**src/rtl/uart_frame_parser_if.sv**
```systemverilog
// Byte-wide AXI-Stream link used on both sides of the frame parser.
// The receive side carries no tlast; only the master modport drives it.
interface uart_frame_parser_if;
    logic [7:0] tdata;
    logic       tvalid;
    logic       tready;
    logic       tlast;

    modport master (output tdata, output tvalid, output tlast, input tready);
    modport slave  (input tdata, input tvalid, output tready);
endinterface

```
**src/rtl/uart_frame_parser.sv**
```systemverilog
// Frame parser for 0x55 0xAA LEN payload[LEN] CHK packets arriving from the
// UART receiver. Payloads are buffered, checksum-verified and only good ones
// are replayed on m_axis with tlast; bad frames are dropped and counted.
module uart_frame_parser #(
    parameter int unsigned MAX_LEN        = 16,
    parameter int unsigned TIMEOUT_CYCLES = 50000,
    parameter logic [7:0]  HDR0           = 8'h55,
    parameter logic [7:0]  HDR1           = 8'hAA
) (
    input  logic                 clk,
    input  logic                 rst_n,
    uart_frame_parser_if.slave   s_axis,
    uart_frame_parser_if.master  m_axis,
    output logic                 frame_ok,
    output logic                 frame_err,
    output logic [1:0]           err_code,
    output logic [15:0]          ok_cnt,
    output logic [15:0]          err_cnt
);

    localparam int unsigned AW      = (MAX_LEN > 1) ? $clog2(MAX_LEN) : 1;
    localparam int unsigned DEPTH   = 1 << AW;
    localparam logic [7:0]  MAX_B   = 8'(MAX_LEN);
    localparam logic [31:0] TMO_LIM = (TIMEOUT_CYCLES == 0) ? 32'd0 : 32'(TIMEOUT_CYCLES - 1);

    localparam logic [1:0] ERR_LEN = 2'd1;
    localparam logic [1:0] ERR_CHK = 2'd2;
    localparam logic [1:0] ERR_TMO = 2'd3;

    typedef enum logic [2:0] {
        HUNT0,
        HUNT1,
        LEN,
        PAY,
        CHK,
        OUT
    } state_t;

    state_t      state_q, state_d;
    logic [7:0]  len_q, len_d;
    logic [7:0]  wptr_q, wptr_d;
    logic [7:0]  rptr_q, rptr_d;
    logic [7:0]  sum_q, sum_d;
    logic [31:0] tmo_q, tmo_d;
    logic [7:0]  m_tdata_q, m_tdata_d;
    logic        m_tvalid_q, m_tvalid_d;
    logic        m_tlast_q, m_tlast_d;
    logic        frame_ok_q, frame_ok_d;
    logic        frame_err_q, frame_err_d;
    logic [1:0]  err_code_q, err_code_d;
    logic [15:0] ok_cnt_q, ok_cnt_d;
    logic [15:0] err_cnt_q, err_cnt_d;

    logic [7:0]  pay_mem [0:DEPTH-1];
    logic        mem_we;

    logic        s_ready;
    logic        s_hs;
    logic        m_hs;
    logic        tmo_hit;
    logic        err_hit;
    logic [1:0]  err_val;
    logic [7:0]  rptr_nx;

    assign s_ready = rst_n && (state_q != OUT);
    assign s_hs    = s_axis.tvalid && s_ready;
    assign m_hs    = m_tvalid_q && m_axis.tready;
    assign tmo_hit = (TIMEOUT_CYCLES != 0) && (tmo_q == TMO_LIM);
    assign rptr_nx = rptr_q + 8'd1;

    assign s_axis.tready = s_ready;
    assign m_axis.tdata  = m_tdata_q;
    assign m_axis.tvalid = m_tvalid_q;
    assign m_axis.tlast  = m_tlast_q;
    assign frame_ok      = frame_ok_q;
    assign frame_err     = frame_err_q;
    assign err_code      = err_code_q;
    assign ok_cnt        = ok_cnt_q;
    assign err_cnt       = err_cnt_q;

    // Next-state, datapath and status computation for the framing FSM
    always_comb begin
        state_d     = state_q;
        len_d       = len_q;
        wptr_d      = wptr_q;
        rptr_d      = rptr_q;
        sum_d       = sum_q;
        tmo_d       = tmo_q;
        m_tdata_d   = m_tdata_q;
        m_tvalid_d  = m_tvalid_q;
        m_tlast_d   = m_tlast_q;
        frame_ok_d  = 1'b0;
        frame_err_d = 1'b0;
        err_code_d  = err_code_q;
        ok_cnt_d    = ok_cnt_q;
        err_cnt_d   = err_cnt_q;
        mem_we      = 1'b0;
        err_hit     = 1'b0;
        err_val     = 2'd0;

        unique case (state_q)
            HUNT0: begin
                if (s_hs && s_axis.tdata == HDR0) state_d = HUNT1;
            end
            HUNT1: begin
                if (s_hs) begin
                    if (s_axis.tdata == HDR1)      state_d = LEN;
                    else if (s_axis.tdata == HDR0) state_d = HUNT1;
                    else                           state_d = HUNT0;
                end else if (tmo_hit) begin
                    err_hit = 1'b1;
                    err_val = ERR_TMO;
                end
            end
            LEN: begin
                if (s_hs) begin
                    if (s_axis.tdata != 8'd0 && s_axis.tdata <= MAX_B) begin
                        len_d   = s_axis.tdata;
                        sum_d   = s_axis.tdata;
                        wptr_d  = '0;
                        state_d = PAY;
                    end else begin
                        err_hit = 1'b1;
                        err_val = ERR_LEN;
                    end
                end else if (tmo_hit) begin
                    err_hit = 1'b1;
                    err_val = ERR_TMO;
                end
            end
            PAY: begin
                if (s_hs) begin
                    mem_we = 1'b1;
                    sum_d  = sum_q + s_axis.tdata;
                    wptr_d = wptr_q + 8'd1;
                    if (wptr_q == len_q - 8'd1) state_d = CHK;
                end else if (tmo_hit) begin
                    err_hit = 1'b1;
                    err_val = ERR_TMO;
                end
            end
            CHK: begin
                if (s_hs) begin
                    if (s_axis.tdata == sum_q) begin
                        frame_ok_d = 1'b1;
                        ok_cnt_d   = ok_cnt_q + 16'd1;
                        rptr_d     = '0;
                        m_tdata_d  = pay_mem[0];
                        m_tvalid_d = 1'b1;
                        m_tlast_d  = (len_q == 8'd1);
                        state_d    = OUT;
                    end else begin
                        err_hit = 1'b1;
                        err_val = ERR_CHK;
                    end
                end else if (tmo_hit) begin
                    err_hit = 1'b1;
                    err_val = ERR_TMO;
                end
            end
            OUT: begin
                // Output registers are preloaded one byte ahead so data,
                // valid and last stay put while downstream stalls.
                if (m_hs) begin
                    if (m_tlast_q) begin
                        m_tvalid_d = 1'b0;
                        m_tlast_d  = 1'b0;
                        state_d    = HUNT0;
                    end else begin
                        rptr_d    = rptr_nx;
                        m_tdata_d = pay_mem[rptr_nx[AW-1:0]];
                        m_tlast_d = (rptr_nx == len_q - 8'd1);
                    end
                end
            end
            default: state_d = HUNT0;
        endcase

        if (err_hit) begin
            frame_err_d = 1'b1;
            err_code_d  = err_val;
            err_cnt_d   = err_cnt_q + 16'd1;
            state_d     = HUNT0;
        end

        if (TIMEOUT_CYCLES == 0 || s_hs || state_d == HUNT0 || state_d == OUT)
            tmo_d = '0;
        else
            tmo_d = tmo_q + 32'd1;
    end

    // State and output registers with synchronous active-low reset
    always_ff @(posedge clk) begin
        if (!rst_n) begin
            state_q     <= HUNT0;
            len_q       <= '0;
            wptr_q      <= '0;
            rptr_q      <= '0;
            sum_q       <= '0;
            tmo_q       <= '0;
            m_tdata_q   <= '0;
            m_tvalid_q  <= 1'b0;
            m_tlast_q   <= 1'b0;
            frame_ok_q  <= 1'b0;
            frame_err_q <= 1'b0;
            err_code_q  <= '0;
            ok_cnt_q    <= '0;
            err_cnt_q   <= '0;
        end else begin
            state_q     <= state_d;
            len_q       <= len_d;
            wptr_q      <= wptr_d;
            rptr_q      <= rptr_d;
            sum_q       <= sum_d;
            tmo_q       <= tmo_d;
            m_tdata_q   <= m_tdata_d;
            m_tvalid_q  <= m_tvalid_d;
            m_tlast_q   <= m_tlast_d;
            frame_ok_q  <= frame_ok_d;
            frame_err_q <= frame_err_d;
            err_code_q  <= err_code_d;
            ok_cnt_q    <= ok_cnt_d;
            err_cnt_q   <= err_cnt_d;
        end
    end

    // Payload buffer write port; contents need no reset
    always_ff @(posedge clk) begin
        if (mem_we) pay_mem[wptr_q[AW-1:0]] <= s_axis.tdata;
    end

endmodule
```
**src/flat_wrapper.sv**
```systemverilog
// flat-port wrapper written by rule: the top's interface ports become plain ports
module uart_frame_parser_flat 
#(
    parameter int unsigned MAX_LEN        = 16,
    parameter int unsigned TIMEOUT_CYCLES = 50000,
    parameter logic [7:0]  HDR0           = 8'h55,
    parameter logic [7:0]  HDR1           = 8'hAA
)
  (clk, rst_n, frame_ok, frame_err, err_code, ok_cnt, err_cnt, s_axis_tdata, s_axis_tvalid, s_axis_tready, m_axis_tdata, m_axis_tvalid, m_axis_tlast, m_axis_tready);
  uart_frame_parser_if s_axis_i ();
  uart_frame_parser_if m_axis_i ();
  input  logic clk;
  input  logic rst_n;
  output logic frame_ok;
  output logic frame_err;
  output logic [1:0] err_code;
  output logic [15:0] ok_cnt;
  output logic [15:0] err_cnt;
  input wire logic [$bits(s_axis_i.tdata)-1:0] s_axis_tdata;
  input wire logic [$bits(s_axis_i.tvalid)-1:0] s_axis_tvalid;
  output wire logic [$bits(s_axis_i.tready)-1:0] s_axis_tready;
  output wire logic [$bits(m_axis_i.tdata)-1:0] m_axis_tdata;
  output wire logic [$bits(m_axis_i.tvalid)-1:0] m_axis_tvalid;
  output wire logic [$bits(m_axis_i.tlast)-1:0] m_axis_tlast;
  input wire logic [$bits(m_axis_i.tready)-1:0] m_axis_tready;
  assign s_axis_i.tdata = s_axis_tdata;
  assign s_axis_i.tvalid = s_axis_tvalid;
  assign s_axis_tready = s_axis_i.tready;
  assign m_axis_tdata = m_axis_i.tdata;
  assign m_axis_tvalid = m_axis_i.tvalid;
  assign m_axis_tlast = m_axis_i.tlast;
  assign m_axis_i.tready = m_axis_tready;
  uart_frame_parser #(.MAX_LEN(MAX_LEN), .TIMEOUT_CYCLES(TIMEOUT_CYCLES), .HDR0(HDR0), .HDR1(HDR1)) u_core (.clk(clk), .rst_n(rst_n), .s_axis(s_axis_i), .m_axis(m_axis_i), .frame_ok(frame_ok), .frame_err(frame_err), .err_code(err_code), .ok_cnt(ok_cnt), .err_cnt(err_cnt));
endmodule
```
**config.mk**
```make
export PLATFORM = sky130hd
export DESIGN_NAME = uart_frame_parser_flat
export DESIGN_NICKNAME = d
export VERILOG_FILES = /design/src/rtl/uart_frame_parser_if.sv /design/src/rtl/uart_frame_parser.sv /design/src/flat_wrapper.sv
export SDC_FILE = /design/constraint.sdc
export NUM_CORES = 1
export LEC_CHECK = 0
export ABC_AREA = 1
export CORE_MARGIN = 4
export CORE_UTILIZATION = 54
export CTS_CLUSTER_DIAMETER = 30
export DETAILED_ROUTE_END_ITERATION = 8
export PLACE_DENSITY = 0.76
export SLEW_MARGIN = 40
export SYNTH_ARGS = -nofsm -noshare
export SYNTH_HDL_FRONTEND = slang
export SYNTH_SLANG_ARGS = --single-unit
```
**constraint.sdc**
```tcl
create_clock -name clk -period 2.7 [get_ports clk]
set_input_delay 0.81 -clock clk [delete_from_list [all_inputs] [get_ports clk]]
set_output_delay 0.81 -clock clk [all_outputs]
set_load 0.1 [all_outputs]
```
==> metrics.md <==
| Metric | Value |
|---|---|
| DR DRC count | `0` |
| Routed Antenna Nets | `0` |
| GRT Residual Overflow | `0` |
| Worst-skew pair later-pin latency | `540 ps` |
| Synthesis-to-finish area growth | `28.4%` |
| Top cell type's share of synthesized area | `33.7%` |
| Critical path type | `in2out` |
| First-pass GRT wire length | `47.2 mm` |
| Routed WL per cell | `17.3 um` |
| Count of final setup violators | `0` |
| H-tree depth | `2` |
| Setup Skew | `19.6 ps` |
| Reg-to-Reg End | `u_core.tmo_q[0]` |
| Routed vias/inst | `5.62` |
| Final nets | `1,448` |
| Net Count, Synth | `1,276` |
| Met2 Use GR | `41.5%` |
| Compound-Gate Fraction of Synth Area | `10.1%` |
| Initial Utilization | `55.7%` |
| M3 GR Usage | `4.83%` |
| Period utilization | `96.9%` |
| Power, Total | `9.78 mW` |
| Vias in the first global route | `9,472` |
| Detailed Routing Iterations Pass 1 | `5` |
| Maximum root-to-sink buffer count | `3` |
| Layout cells sized above 1 | `21.5%` |
| RSZ-0062 raised after global routing | `no` |
| CTS tree | `done` |
| Yosys cell types | `50` |
| Dpl hpwl | `19.1 mm` |
| Reg-to-reg setup timing slack | `210 ps` |
| Met1 Use GR | `31.1%` |
| Final wirelength | `29.9 mm` |
| Post-synthesis mux area share | `2.81%` |
| Adder-Cell Fraction of Synth Area | `2.04%` |
| Core area | `20,500 sq um` |
| WP data required | `1890 ps` |
| Antenna diode count | `0` |
| Post-synth EDFFs | `128` |
| Die width | `153 um` |
| Die Span Y | `153 um` |
| Initial antenna violation count | `0` |
| DR vias | `9,702` |
| Top post-synthesis cells by area | `edfxtp_1 34%, dfxtp_1 20%, nand2_1 6.5%` |
| Area of all placed cells without fillers | `14,700 sq um` |
| Syn Area/Cell | `9.16 sq um` |
| Clk pin slew, worst setup/hold paths | `40 ps` |
| Io pins | `59` |
| Reg2reg start | `u_core.len_q[0]` |
| Power density cells | `667 nW/um^2` |
| Clk sinks | `241` |
| Status | `finished clean` |
| XOR/XNOR Fraction of Synth Area | `3.91%` |
| YS warnings | `0` |
| FMAX | `382 MHz` |
| Total track usage | `24.4%` |
| R2r worst-path depth | `19` |
| Most frequent cells in the layout | `196 x nand2_1, 142 x nor2_1, 135 x buf_4` |
| CP max FO | `2` |
| Row cnt | `52` |
| Final slew viol count | `0` |
| Simple-gate share of the synthesized area | `22.0%` |
| Cells after synthesis | `1,246` |
| Synth Flop Type | `edfxtp_1` |
| Most crowded layer after global routing | `met2` |
| Worst-margin pin slew | `645 ps` |
| Cell area after synthesis | `11,400 sq um` |
| Minimum clock period after layout | `2620 ps` |
| Slew margin rel. | `56.7%` |
| Hold_sp | `u_core.tmo_q[0]` |
| Async S/R FF share, synth | `0%` |
| CP Launch Type | `input port` |
| Fraction of the yosys area taken by sequential cells | `53.5%` |
| Area leader, netlist | `edfxtp_1` |
| Input/output buffers | `58` |
| Die area | `23,500 sq um` |
| Worst vdd ir | `541 uV` |
| Area post-placement | `12,800 sq um` |
| Register bit total from synthesis | `241` |
| Number of CTS-inserted buffers | `48` |
| MaxCap Viol Count | `0` |
| Worst Setup End Kind | `output port` |
| Hold Crit Depth | `1` |
| Largest net degree at the start of global routing | `68` |
| Gp weighted congestion | `0.876` |
| Leakage | `5.43 nW` |
| Commonest non-fill, non-tap cell in the layout | `nand2_1` |
| Final hold vios | `0` |
| Drt first-iter violations | `937` |
| Min-Delay Path Class | `reg2reg` |
| Hold Crit Endpoint | `u_core.tmo_q[0]` |
| Hold_buf cts | `0` |
| CTS Root Cell | `clkbuf_16` |
| Largest family of logic cells by synthesized area | `simple AND/OR/NAND/NOR gates` |
| Arrival time at the worst endpoint | `1810 ps` |
cell families (layout without fill, tap and decap cells):
kind of cell | count (synthesis) | in the layout
buffers and inverters | 164 | 374
xor gates and xnor gates | 51 | 51
DFF | 241 | 241
AOI/OAI and AO/OA | 187 | 187
adders and majority gates | 18 | 18
muxes | 32 | 32
and+or+nand+nor | 553 | 553
power by group:
part | total [mW] | switching [mW] | internal, mW
registers | 3.86 | 0.0000527 | 3.86
logic | 0.194 | 0.122 | 0.0716
clock network | 5.72 | 1.86 | 3.86
worst max-delay path, stage by stage:
cell             delay, ps
clkdlybuf4s50_1        540
buf_4                  140
nand2_1                 50
inv_1                   90
buf_12                 180
how the worst max path moves through the flow:
| stage | from | endpoint | slack [ps] | cells past startpoint |
|---|---|---|---|---|
| after floorplan | rst_n | s_axis_tready | 4 | 4 |
| after global placement | s_axis_tdata[3] | u_core.tmo_q[31] | -690 | 14 |
| after detailed placement | s_axis_tdata[3] | u_core.err_cnt[5] | -700 | 15 |
| after CTS | s_axis_tdata[5] | u_core.tmo_q[0] | 10 | 15 |
| after global routing | s_axis_tdata[3] | u_core.err_cnt[0] | 20 | 13 |
| final | rst_n | s_axis_tready | 80 | 5 |
area by class of cell:
class / instances / area, sq um
sequential: 241 / 6110
fill: 1431 / 5840
multi-input combinational: 841 / 4770
timing repair buffer: 160 / 1370
clock buffer: 59 / 1290
inverter: 126 / 479
tap: 270 / 338
clock inverter: 29 / 295
metrics by stage:
stage                     TNS, ps  setup slack [ps]  instances  utilization [%]  hold slack (ps)
after global placement     -56390              -688       1628             62.5              429
after CTS                       0              14.5       1719             70.6              470
after detailed placement   -57770              -700       1628             62.5              463
final                           0              84.9       1726             71.5              470
after global routing            0              16.5       1726             71.5              488
after floorplan                 0              3.51       1246                -              418
flip-flops by register name, summed over array words and instances, names as in the netlist, 2 cells and up:
signal,count
u_core.pay_mem,128
u_core.tmo_q,32
u_core.err_cnt,16
u_core.ok_cnt,16
u_core.len_q,8
u_core.m_axis.tdata,8
u_core.rptr_q,8
u_core.sum_q,8
u_core.wptr_q,8
u_core.state_q,3
u_core.err_code,2
synthesized netlist by cell type, types with 3 or more instances:
library cell and count:
nor3_2 3, a31oi_1 7, buf_6 3, dfxtp_1 113, a21oi_2 3, o221ai_1 32
nand3_1 76, clkinv_1 3, nand4_1 19, o211ai_1 9, xnor2_1 17, nor2_2 36
clkbuf_1 25, o21ba_2 3, o21ai_0 62, nand2_2 4, nor4_1 10, inv_2 7
nor3b_1 7, nor2_1 146, a211oi_1 3, ha_1 17, mux2i_1 32, xor2_1 34
nor3_1 43, edfxtp_1 128, inv_1 116, buf_2 8, nand2_1 198, a21oi_1 57
per-layer routing:
metal  share of wire [%]  vias to the layer above
met3                 7.3                       66
met2                  49                      385
met1                  41                     4608
met4                 2.6                        0
met5                   0                        -
li1                    -                     4643
what timing repair did:
| item | CTS | global route |
|---|---|---|
| buffers inserted | 3 | 6 |
| hold endpoints to repair | 0 | 0 |
| gates cloned | 0 | 1 |
| gates resized for setup | 8 | 29 |
| endpoints found under the setup margin | 68 | 81 |
| pin swaps | 4 | 11 |
Note: power is estimated with default switching activity, not from simulation.
==> RTL edit 1: new RTL, config.mk and constraints unchanged <==
Put one more register stage on the output `ok_cnt`, with the module's reset. The value now appears one clock later. The other outputs are not delayed to match.
--- a/src/rtl/uart_frame_parser.sv
+++ b/src/rtl/uart_frame_parser.sv
@@ -75,7 +75,13 @@
     assign frame_ok      = frame_ok_q;
     assign frame_err     = frame_err_q;
     assign err_code      = err_code_q;
-    assign ok_cnt        = ok_cnt_q;
+    always_ff @(posedge clk) begin
+        if (!rst_n) begin
+            ok_cnt <= '0;
+        end else begin
+            ok_cnt <= ok_cnt_q;
+        end
+    end
     assign err_cnt       = err_cnt_q;
 
     // Next-state, datapath and status computation for the framing FSM
Function: changed (Yosys sat finds a counterexample within 10 cycles, from zero or initial values and one cycle with rst_n low).
==> RTL edit 1 against the unedited design <==
- cell count is 1.9% higher
- final area is 2.4% higher
- power is 12% higher
- sequential power is 6.0% higher
- die area is 2.8% higher
- sequential cell count is 16 higher
- routed wire length is 1.4% lower
- synthesized area is 2.9% higher
- setup slack worse by 0.059 ns
- hold slack worse by 0.024 ns
==> RTL edit 1: results (changes against the unedited design) <==
seq_area_frac_synth_pct: 54.7  # +1.2 points
synth_area_per_cell_um2: 9.08  # -0.87%
power_leakage_uw: 0.00567  # +4.5%
multiInputGateArea_mm2: 0.00465  # -2.6%
ctsResizeCount: 4  # -4
post_cts_buffers: 1  # -2
ir_drop_uv: 497  # -8.1%
status: "completed"
ys_types: 49  # -2.0%
power.density_mw_per_mm2: 727  # +8.9%
synth_compound_area_share_pct: 10.7  # +0.58 points
cts_buffers: 47  # -2.1%
tightest_slew_ns: 0.630  # -0.0147 ns
synth_common_cells: "201 x nand2_1, 150 x nor2_1, 147 x inv_1, 129 x dfxtp_1, 128 x edfxtp_1"
wl_um: 29500  # -1.4%
grt_pass1_wl_um: 47400  # +0.47%
seq_area_share_pct: 42.8  # +1.1 points
n_fill_cell: 1537  # +7.4%
nonClkBufAreaFrac_pct: 8.03  # -1.3 points
yosys-top-cells-area: "edfxtp_1 33%, dfxtp_1 22%, nand2_1 6.4%"
power_uw: 10900  # +12%
seq_power_share_pct: 37.5  # -2.0 points
synth_xor_area_share_pct: 4.25  # +0.34 points
worst-path-max-fanout: 14  # +12
synthAdderAreaFrac_pct: 1.98  # -0.058 points
place_ws_ns: -0.600  # +0.101 ns
postPlaceCellArea_mm2: 0.0130  # +1.6%
synthMuxAreaShare_pct: 2.04  # -0.76 points
syn_inst: 1294  # +3.9%
synth_ff_type: "dfxtp_1"
[RTL edit 1: worst reg2reg max path, stage by stage, from the launching register on]
cell and delay [ns]:
dfxtp_1 0.50, inv_1 0.18, nor2_1 0.19, inv_1 0.09, nor2_2 0.14, clkinv_1 0.25, nor2_1 0.32, nand2_1 0.21
nor2_1 0.17, buf_4 0.21
[RTL edit 1: metal layers]
layer  vias up  routed length (um)  global-route usage [%]
met5         -                   0                       0
met2       304               14700                    40.8
li1       4721                   -                       -
met4         0                 841                    9.92
met3        63                1720                    4.09
met1      4609               12300                    30.6
[RTL edit 1: worst paths after layout]
path / depth (start not counted) / end / slack, ns / startpoint
worst min-delay path: 2 / u_core.ok_cnt[11] / 0.45 / u_core.ok_cnt_q[11]
worst min register to register: 2 / u_core.ok_cnt[11] / 0.45 / u_core.ok_cnt_q[11]
worst max-delay path: 4 / s_axis_tready / 0.03 / u_core.state_q[0]
worst max register to register: 9 / u_core.pay_mem[4][6] / 0.16 / u_core.state_q[0]
==> RTL edit 2: new RTL, same flow settings <==
Without the edit above. `MAX_LEN` is set to 16 in 2 places; all go to 8.
--- a/src/rtl/uart_frame_parser.sv
+++ b/src/rtl/uart_frame_parser.sv
@@ -2,7 +2,7 @@
 // UART receiver. Payloads are buffered, checksum-verified and only good ones
 // are replayed on m_axis with tlast; bad frames are dropped and counted.
 module uart_frame_parser #(
-    parameter int unsigned MAX_LEN        = 16,
+    parameter int unsigned MAX_LEN        = 8,
     parameter int unsigned TIMEOUT_CYCLES = 50000,
     parameter logic [7:0]  HDR0           = 8'h55,
     parameter logic [7:0]  HDR1           = 8'hAA
--- a/src/flat_wrapper.sv
+++ b/src/flat_wrapper.sv
@@ -1,7 +1,7 @@
 // flat-port wrapper written by rule: the top's interface ports become plain ports
 module uart_frame_parser_flat 
 #(
-    parameter int unsigned MAX_LEN        = 16,
+    parameter int unsigned MAX_LEN        = 8,
     parameter int unsigned TIMEOUT_CYCLES = 50000,
     parameter logic [7:0]  HDR0           = 8'h55,
     parameter logic [7:0]  HDR1           = 8'hAA
Formal check against the unedited RTL: not equivalent (Yosys sat finds a counterexample within 4 cycles, from zero or initial values and one cycle with rst_n low).
==> RTL edit 2 against the unedited design <==
- cell count decreased by 17%
- synthesized area decreased by 23%
- setup slack improved by 0.0045 ns
- clock skew decreased by 0.010 ns
- sequential cell count decreased by 64
- register-to-register slack improved by 0.10 ns
- final area decreased by 27%
- routed wire length decreased by 33%
- power decreased by 46%
==> RTL edit 2: results (changes against the unedited design) <==
use_met2_pct: 37.3  # -4.1 points
largest_reg_flops: 64  # -50%
synth_area_per_cell_um2: 8.21  # -10%
dpl.cell_count: 1391  # -15%
fin_skew_ns: 0.00929  # -0.0103 ns
drt-met1-wl_um: 9220  # -24%
powerSeq_uw: 2760  # -28%
clkLatencyLatePin_ns: 0.43  # -0.11 ns
powerComb_uw: 155  # -20%
synth_common_cells: "178 x nand2_1, 125 x inv_1, 124 x nor2_1, 113 x dfxtp_1, 69 x o21ai_0"
status: "completed"
holdWs_ns: 0.454  # -0.0163 ns
synth_xor_area_share_pct: 4.91  # +0.99 points
grt_pass1_wl_um: 32700  # -31%
hpwl_um: 14200  # -25%
wl_um: 20000  # -33%
rrSetupSlack_ns: 0.31  # +0.10 ns
synth_compound_area_share_pct: 11.0  # +0.91 points
ir_drop_uv: 414  # -23%
seq_power_share_pct: 52.6  # +13 points
htreeDepth: 4  # +2
synthMuxAreaShare_pct: 0.915  # -1.9 points
yosys-top-cells-area: "dfxtp_1 26%, edfxtp_1 22%, nand2_1 7.6%"
path_clk_slew_ns: 0.07  # +0.03 ns
seq_area_frac_synth_pct: 47.8  # -5.7 points
finalNetCount: 1224  # -15%
drive_gt1_share_pct: 20.5  # -1.0 points
grt_pass1_vias: 6890  # -27%
wl_met3_um: 935  # -57%
switching_power_uw: 1210  # -39%
grt_use_met1_pct: 29.2  # -1.9 points
cts_buffers: 17  # -65%
wl_met2_um: 9530  # -35%
reg2reg_depth: 17  # -2
RTL edit 2: cell types whose count changed after synthesis, moves of 6 or more:
| cell | change |
|---|---|
| nand2_1 | -20 |
| xnor2_1 | -8 |
| mux2i_1 | -24 |
| a21oi_1 | +11 |
| nor2_1 | -22 |
| nor3_1 | -16 |
| o21ai_0 | +7 |
| nor2_2 | -6 |
| nand3_1 | -21 |
| inv_1 | +9 |
| o221ai_1 | -24 |
| edfxtp_1 | -64 |
| xor2_1 | +6 |
RTL edit 2: area by class of cell:
type / count / area [um2] / area share, %
Tap cell: 216 / 270 / 2.53
Inverter: 136 / 515 / 4.82
Multi-Input combinational cell: 725 / 4030 / 37.6
Sequential cell: 177 / 4180 / 39.1
Clock buffer: 17 / 425 / 3.97
Clock inverter: 15 / 126 / 1.18
Timing Repair Buffer: 140 / 1160 / 10.8
RTL edit 2: cells by family after synthesis:
family / after synthesis
XOR/XNOR: 49
multiplexers: 8
flip-flops: 177
AND/OR/NAND/NOR: 479
adder cells (fa/ha/maj): 15
AO/OA/AOI/OAI: 174
buffers and inverters: 164
RTL edit 2: how the worst max path moves through the flow:
| stage | start | end | slack (ns) | cells after the start |
|---|---|---|---|---|
| after floorplan | rst_n | s_axis_tready | 0.18 | 3 |
| after global routing | rst_n | s_axis_tready | 0.05 | 5 |
| after CTS | s_axis_tdata[2] | u_core.wptr_q[6] | 0.004 | 16 |
| after global placement | s_axis_tdata[5] | u_core.err_cnt[9] | -0.45 | 17 |
| final | rst_n | s_axis_tready | 0.09 | 5 |
| after detailed placement | s_axis_tdata[5] | u_core.tmo_q[15] | -0.50 | 16 |
RTL edit 2: repair_timing:
item | in CTS | in global routing
gates resized for setup | 3 | 34
endpoints found under the setup margin | 37 | 76
buffers inserted | 1 | 2
pin swaps | 2 | 18
